[src/rtl/upd7800_clkgen.sv]
// Four-quarter clock-enable sequencer and phase-aligned reset stretcher
// feeding the uPD7800 core's CP1/CP2 enables and RESETB.
`timescale 1ns/1ps
module upd7800_clkgen #(
  parameter int DIV        = 1,
  parameter int RST_CYCLES = 4
) (
  input  logic       CLK,
  input  logic       RES,
  input  logic       HOLD,
  input  logic       EXT_RESB,
  output logic       CP1_POSEDGE,
  output logic       CP1_NEGEDGE,
  output logic       CP2_POSEDGE,
  output logic       CP2_NEGEDGE,
  output logic       CP1,
  output logic       CP2,
  output logic [1:0] PHASE,
  output logic       RESETB
);

  localparam int PW = (DIV > 1) ? $clog2(DIV) : 1;
  localparam logic [PW-1:0] PMAX = PW'(DIV - 1);
  localparam logic [15:0] CMAX = 16'(RST_CYCLES);

  typedef enum logic [1:0] {
    Q_CP1P = 2'd0,
    Q_CP1N = 2'd1,
    Q_CP2P = 2'd2,
    Q_CP2N = 2'd3
  } phase_t;

  phase_t        phase_q, phase_d;
  logic [PW-1:0] pre_q, pre_d;
  logic [15:0]   cnt_q, cnt_d;
  logic [3:0]    en_q, en_d;
  logic          cp1_q, cp1_d;
  logic          cp2_q, cp2_d;
  logic          rb_q, rb_d;
  logic          sync1, sync2;
  logic          ereq;
  logic          tick;

  always_comb begin
    ereq    = ~sync2;
    tick    = ~HOLD && (pre_q == PMAX);
    pre_d   = pre_q;
    phase_d = phase_q;
    en_d    = '0;
    cp1_d   = cp1_q;
    cp2_d   = cp2_q;
    cnt_d   = cnt_q;
    rb_d    = rb_q;

    if (!HOLD)
      pre_d = tick ? '0 : pre_q + 1'b1;

    if (tick) begin
      phase_d = phase_t'(phase_q + 2'd1);
      unique case (phase_d)
        Q_CP1P: begin en_d[0] = 1'b1; cp1_d = 1'b1; end
        Q_CP1N: begin en_d[1] = 1'b1; cp1_d = 1'b0; end
        Q_CP2P: begin en_d[2] = 1'b1; cp2_d = 1'b1; end
        Q_CP2N: begin en_d[3] = 1'b1; cp2_d = 1'b0; end
      endcase
    end

    // release only ever lands on a CP1 rising edge
    if (ereq) begin
      cnt_d = '0;
      rb_d  = 1'b0;
    end else begin
      if (tick && phase_d == Q_CP2N && cnt_q < CMAX)
        cnt_d = cnt_q + 16'd1;
      if (tick && phase_d == Q_CP1P && cnt_q == CMAX)
        rb_d = 1'b1;
    end
  end

  always_ff @(posedge CLK) begin
    if (RES) begin
      pre_q   <= '0;
      phase_q <= Q_CP2N;
      en_q    <= '0;
      cp1_q   <= 1'b0;
      cp2_q   <= 1'b0;
      cnt_q   <= '0;
      rb_q    <= 1'b0;
      sync1   <= 1'b1;
      sync2   <= 1'b1;
    end else begin
      pre_q   <= pre_d;
      phase_q <= phase_d;
      en_q    <= en_d;
      cp1_q   <= cp1_d;
      cp2_q   <= cp2_d;
      cnt_q   <= cnt_d;
      rb_q    <= rb_d;
      sync1   <= EXT_RESB;
      sync2   <= sync1;
    end
  end

  assign CP1_POSEDGE = en_q[0];
  assign CP1_NEGEDGE = en_q[1];
  assign CP2_POSEDGE = en_q[2];
  assign CP2_NEGEDGE = en_q[3];
  assign CP1         = cp1_q;
  assign CP2         = cp2_q;
  assign PHASE       = phase_q;
  assign RESETB      = rb_q;

endmodule

[config.mk]
export PLATFORM = sky130hd
export DESIGN_NAME = upd7800_clkgen
export DESIGN_NICKNAME = d
export VERILOG_FILES = /design/src/rtl/upd7800_clkgen.sv
export SDC_FILE = /design/constraint.sdc
export NUM_CORES = 1
export LEC_CHECK = 0
export ABC_CLOCK_PERIOD_IN_PS = 4000
export CAP_MARGIN = 10
export CORE_UTILIZATION = 55
export CTS_BUF_LIST = sky130_fd_sc_hd__clkbuf_4 sky130_fd_sc_hd__clkbuf_8 sky130_fd_sc_hd__clkbuf_16
export DETAILED_ROUTE_END_ITERATION = 6
export PLACE_DENSITY = 0.87
export SLEW_MARGIN = 25
export SYNTH_ARGS = -nofsm -noshare
export SYNTH_HDL_FRONTEND = slang
export SYNTH_SLANG_ARGS = --single-unit
[constraint.sdc]
create_clock -name CLK -period 4 [get_ports CLK]
set_clock_uncertainty 0.2 [all_clocks]
set_input_delay 0.4 -clock CLK [delete_from_list [all_inputs] [get_ports CLK]]
set_output_delay 0.4 -clock CLK [all_outputs]
set_load 0.01 [all_outputs]
==> results by group <==
STA
  • Worst-Margin Slew: just over 900 ps
  • Post-Route Setup TNS: 0 ps
  • Fin. max-slew vios: 0
  • Fin crit share: between 40% and 50%
  • Final Hold Violating Endpoints: 0
  • Fmax achieved: ~500 MHz
  • Post-layout min period: around 2000 ps
  • Rel. slew slack: a little under two fifths
  • Final setup vio count: 0
  • RSZ-0062 raised after global routing: false

Synth
  • Syn Inst Count: 94
  • Post-Syn Nets: approximately 100
  • Syn. warnings: 0
  • Async SR Flop Fraction: 0%
  • Primary FF master, synth: dfxtp_1
  • Largest area contributor in the netlist: dfxtp_1
  • Avg Cell Area, Syn: 10.4 um^2
  • Synth top area share: a little under three fifths
  • Area contributors post-synth: dfxtp_1, and2_1, ha_1
  • Synthesized area: 981 um^2
  • Synth unique cells: 25
  • Sequential fraction of the synthesis area: 57.1%
  • Most frequent cells after synthesis: dfxtp_1, and2_1, nand2_1
  • Most numerous cell in the Yosys netlist: dfxtp_1
  • EDFF count, synth: 0
  • Synth Register Bits: 28

Worst setup path
  • Worst Path Buf+Inv: 1
  • Setup crit start kind: flop
  • Crit path DAT: approximately 1400 ps
  • Reg-to-Reg Start: PHASE[0]$_SDFF_PP1_
  • Critical Path End Type: output port
  • CP Class: flop to output port
  • R2R Setup Slk: about 2300 ps
  • Reg2Reg Capture Point: CP1$_SDFFE_PP0P_
  • Critical Path RT: ~3400 ps
  • Worst R2R Path Depth: 5
  • Critical path, cell by cell: clkdlybuf4s50_1
  • CP delay by family, top: buffers and inverters
  • Slowest cell on the critical path: clkdlybuf4s50_1
  • Worst path max stage delay: 580 ps
  • Crit path max fanout: 6

Power and ir drop
  • PwrDens: ~450 nW/um^2
  • Static Leak: roughly 0.48 nW
  • VDD IR max: 0.306 mV
  • Overall power: approximately 0.52 mW

Layout
  • Non-Filler Instances: 123
  • Share of cells above drive strength 1: about 8.4%
  • Final antenna diode count: 0
  • Layout area overhead: 18.1%
  • Fillers: about 130
  • Nets: between 100 and 150
  • Design Area, Final: around 1200 um^2

Die
  • Die width: about 44 um
  • # rows: 14
  • DIE AREA: between 1500 and 2000 um^2
  • IO Count: 13
  • Die height: 44.2 um
  • CORE AREA: around 1600 um^2
  • Initial Utilization: between 60% and 70%

Hold path
  • Hold Path Class: flop to flop
  • Hold path depth: 1
  • HP Start: sync1$_SDFF_PP1_
  • WHS Endpoint: sync2$_SDFF_PP1_

Clock tree
  • Post CTS Setup Buffer Count: 0
  • Worst-Skew Late Latency: between 300 and 400 ps
  • Cts hold-fix bufs: 0
  • CTS clock-pin slew for the worst setup and hold paths: around 140 ps
  • CTS tree: built
  • Cts bufs inserted: 3
  • CTS Buffer Depth: 2
  • Max H-tree Level: 1
  • Sink Count: 28
  • CTS root buf: clkbuf_4
  • CTS resizes: 0

Placed design
  • Post-DP HPWL: 998 um
  • Port Buf Inserts: 12
  • Dpl cells: 119
  • Placed cell area: around 1100 um^2
  • RePlAce Congestion: between 0.7 and 0.8

Drt
  • DR DRC count: 1
  • Wirelength per Cell: between 10 and 15 um
  • Via Count: slightly above 600
  • DR vias/cell: roughly 5
  • Final ANT Viol Nets: 0
  • Total wire length: 1.47 mm
  • Initial DRC Count: 9
  • DR pass1 iterations: 7

Job
  • Max-cap viol count: 0

GRT
  • Vias in the first global route: 592
  • Antenna violations before repair: 0
  • First-pass GRT wire length: around 2.4 mm
  • Largest net degree at the start of global routing: 21
  • Total congestion overflow: 0
  • Total Routing Usage GR: ~17%

Run status
  • Failing checks: design-rule violations
  • Status: finished, violations left
==> metal layers <==
metal	track usage (%)	routed length (um)
met2	30.3	687
met3	4.08	61
met5	0	0
met4	9.09	21
met1	18.3	704
==> layout make-up <==
type	instances	area (um^2)	share of cell area, %
inverters	4	15.0	1.30
clock inverters	1	30.0	2.59
multi-input cells	59	390	33.7
well taps	16	20.0	1.73
clock buffers	3	22.5	1.94
repair buffers	12	120	10.4
flip-flops and latches	28	561	48.4
==> worst max-delay path by stage <==
stage                             endpoint           startpoint  cells after the start  slack [ps]
floorplan                 CP1$_SDFFE_PP0P_  PHASE[0]$_SDFF_PP1_                      5        2380
global placement    cnt_q[12]$_SDFFE_PP0P_                  RES                      3        1780
detailed placement   cnt_q[2]$_SDFFE_PP0P_                  RES                      4        1720
CTS                               PHASE[0]  PHASE[0]$_SDFF_PP1_                      1        2000
global route         cnt_q[0]$_SDFFE_PP0P_                  RES                      4        1910
finish                            PHASE[0]  PHASE[0]$_SDFF_PP1_                      1        2020
==> cells by family (layout without fill, tap and decap cells) <==
kind of cell,count (synthesis),count (layout),share of synthesized area [%]
multiplexers,2,2,2.04
adder cells (fa/ha/maj),6,6,7.65
flip-flops,28,28,57.1
XOR/XNOR,1,1,0.893
AND/OR/NAND/NOR,43,43,24.9
AO/OA/AOI/OAI,7,7,4.34
buffers and inverters,7,20,3.06
==> through the flow <==
step / utilization, % / hold WS [ps] / worst slack [ps]
after floorplan: - / 189 / 2380
after global placement: 70.2 / 212 / 1780
after detailed placement: 70.2 / 206 / 1720
after CTS: 73.5 / 252 / 2000
after global routing: 73.5 / 262 / 1910
final: 73.5 / 246 / 2020
==> where the power goes <==
part           internal [mW]  switching [mW]  total (mW)
registers              0.287         0.00523       0.292
logic                 0.0230          0.0228      0.0458
clock network          0.101          0.0793       0.181
==> registers in the layout, summed over array words and instances (netlist names) <==
register,cells
PHASE,2
sync1,1
en_q,4
cnt_q,16
pre_q,1
sync2,1
RESETB,1
CP2,1
CP1,1
==> cell usage in the layout (no fill, tap or decap) <==
cell type	synthesis	final
bufinv_16	0	1
clkdlybuf4s50_1	0	12
nand4_2	1	1
mux2i_1	2	2
nor2_1	4	4
a31oi_1	1	1
xnor2_1	1	1
and2_1	16	16
dfxtp_1	28	28
nor4_1	2	2
a311oi_1	1	1
or2_2	2	2
o21ai_0	1	1
nand2b_1	1	1
nor3_1	4	4
o21ai_1	1	1
a211oi_1	1	1
nor2_2	1	1
nand2_1	8	8
ha_1	6	6
and4_1	1	1
and2_2	1	1
nor2b_1	2	2
inv_1	4	4
a21oi_1	2	2
clkbuf_4	0	3
Power figures use the tool's default switching activity.
